File: src/rtl/mem_pkg.sv
// Shared types and default widths for the unified-memory arbiter.
package mem_pkg;

    localparam int unsigned ADDR_W_DEF = 32;
    localparam int unsigned DATA_W_DEF = 32;

    typedef enum logic [1:0] {IDLE, BUSY_I, BUSY_D} arb_state_t;
    typedef enum logic {SEL_I, SEL_D} port_sel_t;

endpackage

File: src/rtl/arb_prio.sv
// Fixed D-over-I priority select with a saturating streak counter that
// forces an I grant once D has won MAX_D_STREAK times while I was waiting.
module arb_prio
    import mem_pkg::*;
#(
    parameter int unsigned MAX_D_STREAK = 4
) (
    input  logic      clk,
    input  logic      reset,
    input  logic      i_req,
    input  logic      d_req,
    input  logic      grant,
    output port_sel_t sel
);

    localparam logic [3:0] MaxStreak = 4'(MAX_D_STREAK);

    logic [3:0] streak;
    logic       starved;

    assign starved = i_req && (streak == MaxStreak);

    always_comb begin
        sel = SEL_I;
        if (d_req && !starved) begin
            sel = SEL_D;
        end
    end

    always_ff @(posedge clk) begin
        if (reset) begin
            streak <= '0;
        end else if (grant) begin
            if (sel == SEL_D && i_req) begin
                if (streak != MaxStreak) begin
                    streak <= streak + 4'd1;
                end
            end else begin
                streak <= '0;
            end
        end
    end

endmodule

File: src/rtl/mem_arbiter.sv
// Serialises instruction-fetch and data accesses onto one single-ported memory;
// every output is registered and each access returns a one-cycle ready pulse.
module mem_arbiter
    import mem_pkg::*;
#(
    parameter int unsigned ADDR_W       = ADDR_W_DEF,
    parameter int unsigned DATA_W       = DATA_W_DEF,
    parameter int unsigned MAX_D_STREAK = 4
) (
    input  logic              clk,
    input  logic              reset,
    input  logic              i_req,
    input  logic [ADDR_W-1:0] i_addr,
    output logic              i_ready,
    output logic [DATA_W-1:0] i_rdata,
    input  logic              d_req,
    input  logic              d_we,
    input  logic [ADDR_W-1:0] d_addr,
    input  logic [DATA_W-1:0] d_wdata,
    output logic              d_ready,
    output logic [DATA_W-1:0] d_rdata,
    output logic              mem_req,
    output logic              mem_we,
    output logic [ADDR_W-1:0] mem_addr,
    output logic [DATA_W-1:0] mem_wd,
    input  logic [DATA_W-1:0] mem_rd,
    input  logic              mem_valid
);

    arb_state_t state;
    port_sel_t  sel;
    logic       grant;

    // Requests are still held during the ready cycle, so no grant is taken then.
    assign grant = (state == IDLE) && !i_ready && !d_ready && (i_req || d_req);

    arb_prio #(
        .MAX_D_STREAK(MAX_D_STREAK)
    ) u_arb_prio (
        .clk  (clk),
        .reset(reset),
        .i_req(i_req),
        .d_req(d_req),
        .grant(grant),
        .sel  (sel)
    );

    always_ff @(posedge clk) begin
        if (reset) begin
            state    <= IDLE;
            i_ready  <= 1'b0;
            d_ready  <= 1'b0;
            i_rdata  <= '0;
            d_rdata  <= '0;
            mem_req  <= 1'b0;
            mem_we   <= 1'b0;
            mem_addr <= '0;
            mem_wd   <= '0;
        end else begin
            mem_req <= 1'b0;
            i_ready <= 1'b0;
            d_ready <= 1'b0;
            unique case (state)
                IDLE: begin
                    if (grant) begin
                        mem_req <= 1'b1;
                        if (sel == SEL_D) begin
                            mem_addr <= d_addr;
                            mem_we   <= d_we;
                            mem_wd   <= d_wdata;
                            state    <= BUSY_D;
                        end else begin
                            mem_addr <= i_addr;
                            mem_we   <= 1'b0;
                            state    <= BUSY_I;
                        end
                    end
                end
                BUSY_I: begin
                    if (mem_valid) begin
                        i_rdata <= mem_rd;
                        i_ready <= 1'b1;
                        state   <= IDLE;
                    end
                end
                BUSY_D: begin
                    if (mem_valid) begin
                        if (!mem_we) begin
                            d_rdata <= mem_rd;
                        end
                        d_ready <= 1'b1;
                        state   <= IDLE;
                    end
                end
                default: state <= IDLE;
            endcase
        end
    end

endmodule

File: config.mk
export PLATFORM = sky130hd
export DESIGN_NAME = mem_arbiter
export DESIGN_NICKNAME = d
export VERILOG_FILES = /design/src/rtl/mem_pkg.sv /design/src/rtl/arb_prio.sv /design/src/rtl/mem_arbiter.sv
export SDC_FILE = /design/constraint.sdc
export NUM_CORES = 1
export LEC_CHECK = 0
export BUFFER_PORTS_ARGS = -buffer_cell sky130_fd_sc_hd__buf_2
export CORE_AREA = 2 2 124 126
export DETAILED_ROUTE_END_ITERATION = 12
export DIE_AREA = 0 0 126 128
export GPL_TIMING_DRIVEN = 0
export HOLD_SLACK_MARGIN = 0.02
export PLACE_DENSITY_LB_ADDON = 0.12
export SYNTH_ARGS = -nofsm -noshare
export SYNTH_HDL_FRONTEND = slang
export SYNTH_SLANG_ARGS = --single-unit
File: constraint.sdc
create_clock -name clk -period 4.6 [get_ports clk]
set_clock_uncertainty 0.2 [all_clocks]
set_input_delay 0 -clock clk [delete_from_list [all_inputs] [get_ports clk]]
set_output_delay 0 -clock clk [all_outputs]
set_load 0.02 [all_outputs]
**After elaboration in Yosys (flattened, before gate mapping)**

Index checks and enable logic that the tools add are counted.

- $add $sub $neg: 1
- Equal/unequal tests: 7
- Muxes and demuxes: 11
- Bitwise gates (word level): 4
- Reductions and logical operators: 21

Operators with widths:

| cell | number |
|---|---|
| 32-bit two-way mux | 1 |
| 4-bit two-way mux | 2 |
| 2-bit AND reduction | 4 |
| 2-bit OR reduction | 4 |
| 1-bit logical AND | 6 |
| 2-bit two-way mux | 3 |
| 3-bit AND reduction | 2 |
| 4-bit by 1-bit adder with 4-bit output (second input constant) | 1 |
| 4-bit by 3-bit == test with 1-bit output (second input constant) | 1 |
| 1-bit two-way mux | 4 |
| 2-bit inequality test (second input constant) | 2 |
| 4-bit by 3-bit inequality test with 1-bit output (second input constant) | 1 |
| 1-bit NOT | 4 |
| 2-bit one-hot mux with 2 select lines | 1 |
| 1-bit zero test | 3 |
| 2-bit by 1-bit == test with 1-bit output (second input constant) | 1 |
| 2-bit == test (second input constant) | 1 |
| 2-bit zero test | 1 |
| 2-bit by 1-bit inequality test with 1-bit output (second input constant) | 1 |
| 1-bit logical OR | 1 |

- Register bits after elaboration: 138
- Input bits: 134
- Output and inout bits: 132
- Logic and storage cells: 54

**Depth between registers and ports, before layout**

Gate-level depths: netlist of the first run.

- Depth in word-level cells: 8
- Depth in mapped cells: 8

**By module**

A second synthesis of the first run with hierarchy kept.

- Cells, all modules: 672
- Area, all modules: 5,854.4 µm²

By module, submodules not included:

| module | instances | cells an instance | area an instance (µm²) | seq. area each (µm²) |
|---|---|---|---|---|
| mem_arbiter | 1 | 645 | 5,617.9 | 2,682.6 |
| arb_prio | 1 | 27 | 236.5 | 80.1 |

**Least setup slack after synthesis of the first run**

No wires, ideal clock.

- Path type: reg2reg
- From: reg u_arb_prio.streak[0]
- To: reg state[0]
- Setup time: 0.087 ns
- Data arrival time: 1.490 ns
- Required time: 4.313 ns
- Path slack: 2.823 ns
- Stages on the path, launching flop included: 8
- Period minus slack after synthesis: 1.777 ns
- Cells stage by stage: dfxtp_1 > inv_1 > ha_1 > nand4b_4 > and2_4 > buf_6 > or4_1 > o31ai_1

- Longest elaborated chain between the ends: 8

Ends and longest elaborated chain:

| element | line | RTL |
|---|---|---|
| start, declared | arb_prio.sv:18 | `logic [3:0] streak;` |
| start signal, assigned | arb_prio.sv:36 | `streak <= streak + 4'd1;` |
| 4-bit by 3-bit == test with 1-bit output | arb_prio.sv:21 | `assign starved = i_req && (streak == MaxStreak);` |
| 1-bit logical AND | arb_prio.sv:21 |  |
| 1-bit zero test | arb_prio.sv:25 | `if (d_req && !starved) begin` |
| 1-bit logical AND | arb_prio.sv:25 |  |
| 1-bit two-way mux | arb_prio.sv:25 |  |
| 2-bit two-way mux | mem_arbiter.sv:67 | `if (sel == SEL_D) begin` |
| 2-bit two-way mux | mem_arbiter.sv:65 | `if (grant) begin` |
| 2-bit one-hot mux with 2 select lines | mem_arbiter.sv:63 | `unique case (state)` |
| end signal, assigned | mem_arbiter.sv:71 | `state <= BUSY_D;` |
| end signal, assigned | mem_arbiter.sv:75 | `state <= BUSY_I;` |
| end signal, assigned | mem_arbiter.sv:83 | `state <= IDLE;` |
| end, declared | mem_arbiter.sv:30 | `arb_state_t state;` |

Every way passes these cells. The select of a mux whose other input is x is not followed.
A chain may end at the register's enable or synchronous reset.

**Worst setup path after layout of the first run**

- From: reg state[1]
- To: reg mem_addr[8]

- Longest elaborated chain between the ends: 5

Ends and longest elaborated chain:

| element | line | RTL |
|---|---|---|
| start signal, assigned | mem_arbiter.sv:50 | `state <= IDLE;` |
| start signal, assigned | mem_arbiter.sv:71 |  |
| start signal, assigned | mem_arbiter.sv:75 |  |
| 2-bit zero test (*) | mem_arbiter.sv:35, mem_arbiter.sv:63 |  |
| 1-bit logical AND (3 in a row) | mem_arbiter.sv:35 | `assign grant = (state == IDLE) && !i_ready && !d_ready && (i_req \|\| d_req);` |
| 2-bit AND reduction (no line) (*) | n/a |  |
| end signal, assigned | mem_arbiter.sv:68 | `mem_addr <= d_addr;` |
| end signal, assigned | mem_arbiter.sv:73 | `mem_addr <= i_addr;` |
| end, declared | mem_arbiter.sv:24 | `output logic [ADDR_W-1:0] mem_addr,` |

Mark *: on every way between the ends. The rest lies on a longest branch, timed or not.

==> impl_metrics.csv, run 1 <==
group,metric,value,unit
outcome,outcome,"finished clean",
placement,place_congestion,0.778,
floorplan,floorplan.die_area,16100,um^2
critical_path,timing.critical_path.required,4.75,ns
placement,placed_area,6670,um^2
critical_path,cp_data_arrival_time,2.85,ns
clocking,cts.sink_count,138,
placement,port_buffers,263,
sta,timing.max_slew.rel_slack,60.0,%
route,antenna_left,0,
grt,vias_in_the_first_global_route,5678,
pwr,pwr_density_cell,417,nW/um^2
critical_path,timing.critical_path.fanout_max,10,
route,post-route-drc-count,0,
route,routed_via_density,4.68,
critical_path,critical_setup_path_kind,"reg -> reg",
grt,grt_first_pass_wirelength,28.1,mm
sta,setup_tns,0,ns
layout,post-route-cell-area,8660,um^2
synth,synthesis.yosys.warnings,0,
critical_path,setup.worst_path.start_class,"flip-flop",
sta,final-max-slew-violation-count,0,
critical_path,r2r-end,"mem_addr[8]",
clocking,tritoncts,"done",
grt,track_usage,21.5,%
sta,setup_violations,0,
critical_path,worst_path_dominant_cell_family,"buffers and inverters",
synth,synth_seq_cells,138,
grt,antenna_found_initial,0,
clocking,numCtsBuffers,17,
synth,post_synth.cell_area_avg,7.78,um^2
synth,synth_enable_flop_cells,0,
floorplan,placement_rows,45,
critical_path,slowest_stage,"sky130_fd_sc_hd__dlygate4sd3_1",
critical_path,timing.reg2reg.setup_slack,1.90,ns
synth,post-synth-top-count-cell,"sky130_fd_sc_hd__nand2_1",
clocking,post_cts_buffers,0,
pwr,power.ir.vdd_worst,0.232,mV
synth,netlist_instances,658,
placement,detailed_place_hpwl,11.8,mm
layout,areaGrowthSynthToFinish,69.0,%
critical_path,timing.reg2reg.worst_path_depth,8,
clocking,insertion_delay,0.41,ns
floorplan,floorplan.die.height,128,um
route,route.final.wire_length,17.8,mm
synth,ys_async_sr_fraction,0,%
sta,timing_hold_violations_final,0,
floorplan,placeableCoreArea,14900,um^2
synth,post-synth-top-area-fraction,53.9,%
floorplan,floorplan.initialDensity,34.5,%
synth,synth_sequential_area_ratio,53.9,%
hold_path,min_to,"u_arb_prio.streak[2]",
hold_path,path_class_of_the_lowest_slack_min_delay_path,"in -> reg",
route,vias_post_dr,5972,
sta,fin_crit,2.70,ns
clocking,h_tree_levels,4,
floorplan,design.portCount,266,
grt,grt.overflow.total,0,
hold_path,timing.hold.worst.start,"reset",
critical_path,rr_startpoint,"state[1]",
clocking,root_buffer,"sky130_fd_sc_hd__clkbuf_16",
synth,largest_cells_by_area_after_synthesis,"sky130_fd_sc_hd__dfxtp_1 (54%), sky130_fd_sc_hd__nand2_1 (17%), sky130_fd_sc_hd__a21oi_1 (16%), sky130_fd_sc_hd__o21ai_0 (3.5%), sky130_fd_sc_hd__clkbuf_1 (2.9%)",
synth,synth.top_cells.by_count,"sky130_fd_sc_hd__nand2_1 (229), sky130_fd_sc_hd__a21oi_1 (164), sky130_fd_sc_hd__dfxtp_1 (138)",
sta,unrepaired_setup_endpoints_after_global_routing,"no",
clocking,path_clk_slew,0.06,ns
sta,max_clk_rate,0.371,GHz
grt,grt_start_max_net_pins,17,
synth,ys.flop_type,"sky130_fd_sc_hd__dfxtp_1",
job,max_cap_viol_count,0,
route,wire_per_inst,14.0,um
synth,ys_types,27,
pwr,power.leakage,3.97,nW
synth,mappedNetlistArea,5120,um^2
layout,nNetsFinal,1214,
layout,antenna_cells,0,
critical_path,worst_path_largest_cell_delay,0.56,ns
synth,post_synth_top_area_cell,"sky130_fd_sc_hd__dfxtp_1",
layout,post_route_cells_drive_above_1_share,28.2,%
layout,final.fill_count,1431,
critical_path,worstPathBufferInverterCount,3,
hold_path,worstHoldPathCells,3,
synth,synth.net_count,797,
sta,timing.final.crit_share,58.6,%
layout,post-route-util,58.2,%
critical_path,cp_cell_sequence,"inv_1, ha_1, nor3b_2, o21a_1, clkbuf_1, o21ai_0, a21oi_1, dlygate4sd3_1",
route,dr.first_iter.drc_count,387,
route,drtPass1Iterations,5,
critical_path,worstSetupEndpointType,"flip-flop",
floorplan,chip_width,126,um
clocking,cts-root-to-sink-buffers,2,
sta,worst_slew_pin_slew,0.600,ns
==> worst min-delay path, cell delays in order <==
cell and delay (ns):
sky130_fd_sc_hd__clkbuf_1 0.22, sky130_fd_sc_hd__inv_1 0.23, sky130_fd_sc_hd__a32o_1 0.18
==> final cells by class <==
cell class              count  area (um^2)  area share [%]
plain buffers              51          214            2.47
clock buffers              22          494            5.71
clock inverters            10          138            1.59
inverters                   5         18.8           0.217
multi-input cells         464         2130            24.6
flip-flops and latches    138         2760            31.9
well taps                 188          235            2.72
repair buffers            398         2670            30.8
==> flip-flops by register name (all words and copies together) (netlist names) <==
name,flops
mem_we,1
i_rdata,32
mem_wd,32
mem_req,1
i_ready,1
state,2
d_ready,1
mem_addr,32
u_arb_prio.streak,4
d_rdata,32
==> cells by family (layout without fill, tap and decap cells) <==
family / Yosys count / in the layout / synth area share (%)
AOI/OAI and AO/OA: 205 / 205 / 20.3
adders and majority gates: 5 / 5 / 1.22
buffers and inverters: 56 / 486 / 4.54
DFF: 138 / 138 / 53.9
and+or+nand+nor: 254 / 254 / 20.0
==> per-layer routing <==
metal / GRT usage [%] / vias to the layer above / wire, um
li1: - / 3009 / -
met1: 26.7 / 2699 / 7880
met2: 35.9 / 231 / 8450
met3: 5.88 / 33 / 1100
met4: 7.63 / 0 / 381
met5: 0 / - / 0
==> report_power, final <==
| part | total (mW) | switching [mW] | leakage, nW | internal (mW) |
|---|---|---|---|---|
| sequential | 1.36 | 0.0512 | 1.13 | 1.31 |
| clock | 1.44 | 0.517 | 0.309 | 0.925 |
| combinational | 0.810 | 0.470 | 2.53 | 0.340 |
| total | 3.61 | 1.04 | 3.97 | 2.57 |
==> worst max path at each step <==
| stage | start | end | slack (ns) | cells past startpoint |
|---|---|---|---|---|
| final | state[1] | mem_addr[8] | 1.90 | 8 |
| after CTS | state[1] | mem_addr[2] | 2.00 | 8 |
| after floorplan | u_arb_prio.streak[0] | state[0] | 2.82 | 7 |
| after global placement | state[1] | mem_addr[12] | 2.52 | 7 |
| after detailed placement | state[1] | mem_addr[6] | 2.53 | 7 |
| after global routing | state[1] | mem_addr[8] | 1.67 | 8 |
==> timing repair <==
| item | in CTS | in global routing |
|---|---|---|
| gates resized for setup | 0 | 0 |
| hold endpoints to repair | 136 | 0 |
| hold buffers | 135 | 0 |
==> layout by cell type, fill, tap and decap left out, drive strengths merged, types with 2 or more instances in the layout <==
| cell | synthesis | routed |
|---|---|---|
| and2 | 2 | 2 |
| o31ai | 2 | 2 |
| clkinv | 0 | 4 |
| nor2 | 7 | 7 |
| inv | 5 | 6 |
| a21oi | 164 | 164 |
| nand3 | 6 | 6 |
| bufinv | 0 | 3 |
| and3 | 2 | 2 |
| dfxtp | 138 | 138 |
| buf | 11 | 274 |
| clkbuf | 40 | 62 |
| nand2 | 229 | 229 |
| dlygate4sd3 | 0 | 135 |
| ha | 5 | 5 |
| o21ai | 36 | 36 |
| clkinvlp | 0 | 2 |
==> stage by stage <==
stage | cells | hold WS (ns) | worst slack (ns) | power, mW
6_report | 1276 | 0.0607 | 1.90 | 3.61
3_5_place_dp | 1109 | 0.0440 | 2.53 | 2.05
5_1_grt | 1276 | 0.115 | 1.67 | 3.79
3_3_place_gp | 1109 | 0.0452 | 2.52 | 2.05
4_1_cts | 1276 | 0.0956 | 2.00 | 3.64
2_1_floorplan | 658 | -0.0659 | 2.82 | 1.79
Power figures use the tool's default switching activity.
==> run 2, diff against run 1 <==
- clock period: 4.6 -> 2.27 ns (I/O delays scaled with it)
==> impl_metrics.csv, run 2 (synthesis gave the netlist of run 1 again) <==
group,metric,value,unit
outcome,outcome,"finished clean",
route,dr.first_iter.drc_count,344,
sta,setup_tns,0,ns
placement,place.detailed.instances,1109,
critical_path,setup.worst_path.start_class,"flip-flop",
sta,final-max-slew-violation-count,0,
critical_path,critical_setup_path_kind,"reg -> reg",
layout,multiInputGateArea,2130,um^2
placement,port_buffers,263,
route,detail_route.wirelength.met1,8.09,mm
sta,fin_crit,2.12,ns
placement,placed_area,6670,um^2
critical_path,worstSetupEndpointType,"flip-flop",
layout,areaGrowthSynthToFinish,68.8,%
route,route.final.wire_length,18.2,mm
critical_path,timing.critical_path.required,2.41,ns
sta,worst_slew_pin_slew,0.608,ns
layout,mostFrequentLayoutCell,"sky130_fd_sc_hd__buf_2",
grt,grt_first_pass_wirelength,28.6,mm
route,drtPass1Iterations,4,
floorplan,placement_rows,45,
layout,post-route-util,58.2,%
grt,vias_in_the_first_global_route,5766,
grt,grt_start_max_net_pins,17,
layout,post_route_cells_drive_above_1_share,28.3,%
clocking,path_clk_slew,0.06,ns
job,max_cap_viol_count,0,
clocking,tritoncts,"done",
clocking,root_buffer,"sky130_fd_sc_hd__clkbuf_16",
sta,max_clk_rate,0.472,GHz
clocking,cts.sink_count,138,
pwr,power.leakage,3.92,nW
layout,post-route-cell-area,8650,um^2
grt,antenna_found_initial,0,
clocking,insertion_delay,0.41,ns
pwr,pwr_density_cell,835,nW/um^2
floorplan,floorplan.die.height,128,um
route,antenna_left,0,
floorplan,floorplan.die_area,16100,um^2
layout,stdcell_count,1275,
clocking,cts-root-to-sink-buffers,2,
sta,timing_hold_violations_final,0,
floorplan,design.portCount,266,
layout,nNetsFinal,1213,
route,wire_per_inst,14.3,um
grt,track_usage,21.9,%
layout,sequential_cell_area,2760,um^2
grt,grt.overflow.total,0,
placement,detailed_place_hpwl,11.8,mm
hold_path,path_class_of_the_lowest_slack_min_delay_path,"in -> reg",
route,routed_via_density,4.68,
floorplan,floorplan.initialDensity,34.5,%
clocking,post_cts_buffers,0,
route,vias_post_dr,5971,
pwr,power.ir.vdd_worst,0.464,mV
critical_path,timing.critical_path.fanout_max,10,
sta,timing.max_slew.rel_slack,59.4,%
layout,antenna_cells,0,
sta,unrepaired_setup_endpoints_after_global_routing,"no",
route,post-route-drc-count,0,
sta,setup_violations,0,
critical_path,cp_data_arrival_time,2.26,ns
route,routed.top_layer,"met4",
sta,timing.final.crit_share,93.3,%
floorplan,chip_width,126,um
route,wl_met3,988,um
route,met2WireLength,8.77,mm
floorplan,placeableCoreArea,14900,um^2
clocking,numCtsBuffers,17,
layout,commonest_cells_after_routing_fill_and_taps_aside,"sky130_fd_sc_hd__buf_2 (269), sky130_fd_sc_hd__nand2_1 (229), sky130_fd_sc_hd__a21oi_1 (164), sky130_fd_sc_hd__dfxtp_1 (138), sky130_fd_sc_hd__dlygate4sd3_1 (134)",
placement,place_congestion,0.778,
clocking,h_tree_levels,4,
layout,final.fill_count,1421,
## run 2: cell count changes in the layout (fill, tap and decap cells not counted), sizes merged
cell / delta
dlygate4sd3: -1
## run 2: power by group
part	switching [mW]	internal [mW]
combinational	0.941	0.604
sequential	0.104	2.65
clock	1.05	1.88
## run 2: worst max-delay path, stage by stage (launching register included)
cell,delay [ns]
sky130_fd_sc_hd__dfxtp_1,0.31
sky130_fd_sc_hd__inv_1,0.10
sky130_fd_sc_hd__ha_1,0.17
sky130_fd_sc_hd__nor3b_2,0.27
sky130_fd_sc_hd__o21a_1,0.30
sky130_fd_sc_hd__clkbuf_1,0.38
sky130_fd_sc_hd__o21ai_0,0.18
sky130_fd_sc_hd__a21oi_1,0.14
## run 2: stage by stage
stage	worst slack (ns)	hold slack [ns]	power, mW
floorplan	0.493	-0.0659	3.62
detailed placement	0.200	0.0440	4.15
finish	0.153	0.0597	7.22
CTS	0.199	0.0956	7.28
global placement	0.188	0.0452	4.15
global route	0.00201	0.114	7.57
## run 2: area by class of cell
cell class                      count  area share (%)
Tap cell                          188            2.72
Multi-Input combinational cell    464            24.6
Clock inverter                     10            1.59
Clock buffer                       22            5.71
Timing Repair Buffer              397            30.7
Sequential cell                   138            31.9
Inverter                            5           0.217
Buffer                             51            2.49
## run 2: repair_timing
action,4_1_cts,5_1_grt
gates resized for setup,0,2
hold buffers,134,0
endpoints found under the hold margin,136,0
endpoints found under the setup margin,0,1
## run 2: routing by layer
layer	GRT usage, %	up-vias
met4	8.08	0
li1	-	3009
met1	27.0	2721
met2	36.9	214
met3	5.97	27
met5	0	-
## run 2: worst paths after layout
path	endpoint	start	depth (start not counted)	slack, ns
setup reg to reg	mem_addr[9]	state[1]	7	0.15
hold reg to reg	mem_wd[14]	mem_wd[14]	2	0.25
setup / recovery	mem_addr[9]	state[1]	7	0.15
hold / removal	u_arb_prio.streak[2]	reset	3	0.06
==> run 3, diff against run 2 <==
- CELL_PAD_IN_SITES_DETAIL_PLACEMENT: not set -> 0
- CELL_PAD_IN_SITES_GLOBAL_PLACEMENT: not set -> 2
- CORE_AREA: 2 2 124 126 -> 2 2 160 162
- DIE_AREA: 0 0 126 128 -> 0 0 162 164
==> impl_metrics.csv, run 3 (synthesis gave the netlist of run 1 again) <==
group,metric,value,unit
floorplan,chip_width,162,um
route,drtPass1Iterations,5,
grt,vias_in_the_first_global_route,6029,
pwr,p_comb_share,22.1,%
critical_path,start_point_of_the_critical_path,"state[1]",
critical_path,worstSetupEndpointType,"flip-flop",
floorplan,floorplan.die.height,164,um
critical_path,setup.worst_path.start_class,"flip-flop",
critical_path,cp_cell_sequence,"inv_1, ha_1, nor3b_4, o21ai_0, buf_2, buf_2, a32oi_1, nor2_1",
route,wire_per_inst,14.5,um
clocking,post_cts_buffers,0,
floorplan,floorplan.die_area,26600,um^2
critical_path,critical_setup_path_kind,"reg -> reg",
critical_path,worst_path_largest_cell_delay,0.31,ns
sta,timing.max_slew.rel_slack,58.3,%
layout,antenna_cells,0,
clocking,insertion_delay,0.41,ns
clocking,cts.sink_count,138,
layout,post_route_cells_drive_above_1_share,29.1,%
pwr,power.ir.vdd_worst,0.400,mV
critical_path,worstPathBufferInverterCount,3,
sta,worst_slew_pin_slew,0.626,ns
sta,setup_violations,0,
grt,grt_first_pass_wirelength,32.0,mm
critical_path,rr_startpoint,"state[1]",
critical_path,timing.critical_path.required,2.34,ns
pwr,power,7.19,mW
clocking,h_tree_levels,4,
route,routed_via_density,4.14,
grt,antenna_found_initial,0,
floorplan,design.portCount,266,
critical_path,crit_top_cell,"sky130_fd_sc_hd__buf_2",
placement,port_buffers,263,
floorplan,placement_rows,58,
placement,place.detailed.instances,1251,
layout,post-route-util,35.6,%
pwr,internal_power,4.91,mW
pwr,power.switching,2.28,mW
critical_path,timing.reg2reg.setup_slack,0.20,ns
critical_path,slowest_stage,"sky130_fd_sc_hd__dfxtp_1",
sta,final-max-slew-violation-count,0,
pwr,power_switching_share,31.7,%
grt,grt.overflow.total,0,
layout,nNetsFinal,1217,
floorplan,placeableCoreArea,24800,um^2
placement,detailed_place_hpwl,14.6,mm
clocking,root_buffer,"sky130_fd_sc_hd__clkbuf_16",
outcome,outcome,"finished clean",
layout,stdcell_count,1421,
pwr,pwr_density_cell,813,nW/um^2
route,dr.first_iter.drc_count,308,
critical_path,cp_data_arrival_time,2.14,ns
clocking,cts-root-to-sink-buffers,2,
grt,track_usage,15.3,%
clocking,numCtsBuffers,17,
sta,timing_hold_violations_final,0,
sta,fin_worst_hold_slack,0.0694,ns
grt,grt_start_max_net_pins,17,
route,vias_post_dr,5882,
sta,setup_tns,0,ns
layout,areaGrowthSynthToFinish,72.7,%
hold_path,timing.hold.worst.start,"reset",
pwr,power.share.clock,39.6,%
layout,commonest_cells_after_routing_fill_and_taps_aside,"sky130_fd_sc_hd__buf_2 (269), sky130_fd_sc_hd__nand2_1 (229), sky130_fd_sc_hd__a21oi_1 (164), sky130_fd_sc_hd__dfxtp_1 (138), sky130_fd_sc_hd__dlygate4sd3_1 (138)",
floorplan,floorplan.initialDensity,20.6,%
critical_path,worst_path_dominant_cell_family,"buffers and inverters",
pwr,share_seq_of_total_power,38.3,%
sta,timing.final.crit_share,91.1,%
route,antenna_left,0,
sta,fin_crit,2.07,ns
pwr,power.leakage,3.91,nW
layout,mostFrequentLayoutCell,"sky130_fd_sc_hd__buf_2",
sta,unrepaired_setup_endpoints_after_global_routing,"no",
job,max_cap_viol_count,0,
placement,place_congestion,0.689,
route,post-route-drc-count,0,
clocking,tritoncts,"done",
critical_path,timing.critical_path.fanout_max,10,
hold_path,path_class_of_the_lowest_slack_min_delay_path,"in -> reg",
route,route.final.wire_length,20.6,mm
sta,max_clk_rate,0.484,GHz
clocking,path_clk_slew,0.06,ns
run 3: cell count changes in the layout (fill, tap and decap cells not counted), moves of 3 or more:
cell                            delta
sky130_fd_sc_hd__clkbuf_2          +9
sky130_fd_sc_hd__clkbuf_1          -7
sky130_fd_sc_hd__clkbuf_8          -5
sky130_fd_sc_hd__clkinvlp_4        +4
sky130_fd_sc_hd__dlygate4sd3_1     +4
sky130_fd_sc_hd__inv_6             +4
sky130_fd_sc_hd__clkinv_2          -3
run 3: through the flow:
step	setup WS [ns]	area, um^2
global route	0.000272	8850
global placement	0.0872	6850
detailed placement	0.0892	6850
finish	0.203	8850
floorplan	0.493	5120
CTS	0.0529	8820
run 3: timing repair:
| action | in CTS | in global routing |
|---|---|---|
| gates resized for setup | 0 | 21 |
| endpoints found under the setup margin | 0 | 64 |
| endpoints found under the hold margin | 136 | 0 |
| hold buffers | 138 | 0 |
run 3: final timing paths:
| path | endpoint | cells past startpoint |
|---|---|---|
| worst max-delay path | u_arb_prio.streak[1] | 8 |
| worst min-delay path | state[1] | 3 |
| worst max register to register | u_arb_prio.streak[1] | 8 |
| worst min register to register | mem_wd[31] | 2 |
run 3: worst register-to-register path: cells and delay by family, from the launching register on:
kind | cells | cell delay, ns
buffers and inverters | 3 | 0.54
adders and majority gates | 1 | 0.19
and+or+nand+nor | 2 | 0.33
AOI/OAI and AO/OA | 2 | 0.35
DFF | 1 | 0.31
run 3: final cells by class:
cell class | instances | area (um^2)
tap | 330 | 413
sequential | 138 | 2760
multi-input combinational | 464 | 2140
fill | 2760 | 16000
buffer | 51 | 226
timing repair buffer | 401 | 2700
clock inverter | 14 | 160
inverter | 5 | 18.8
clock buffer | 18 | 429
run 3: power by group through the flow:
stage | Clock [mW] | Sequential (mW) | Combinational, mW
2_1_floorplan | 0 | 3.07 | 0.545
3_3_place_gp | 0 | 2.80 | 1.43
6_report | 2.85 | 2.75 | 1.59
4_1_cts | 2.96 | 2.75 | 1.60
5_1_grt | 3.06 | 2.78 | 1.76
3_5_place_dp | 0 | 2.80 | 1.41
run 3: per-layer routing:
| metal | vias to the layer above | global-route usage [%] | routed length (um) | part of all wire (%) |
|---|---|---|---|---|
| met5 | - | 0 | 0 | 0 |
| met4 | 0 | 3.42 | 194 | 0.94 |
| met3 | 9 | 4.49 | 1380 | 6.7 |
| met2 | 177 | 26.3 | 9790 | 47 |
| met1 | 2672 | 18.8 | 9260 | 45 |
| li1 | 3024 | - | - | - |
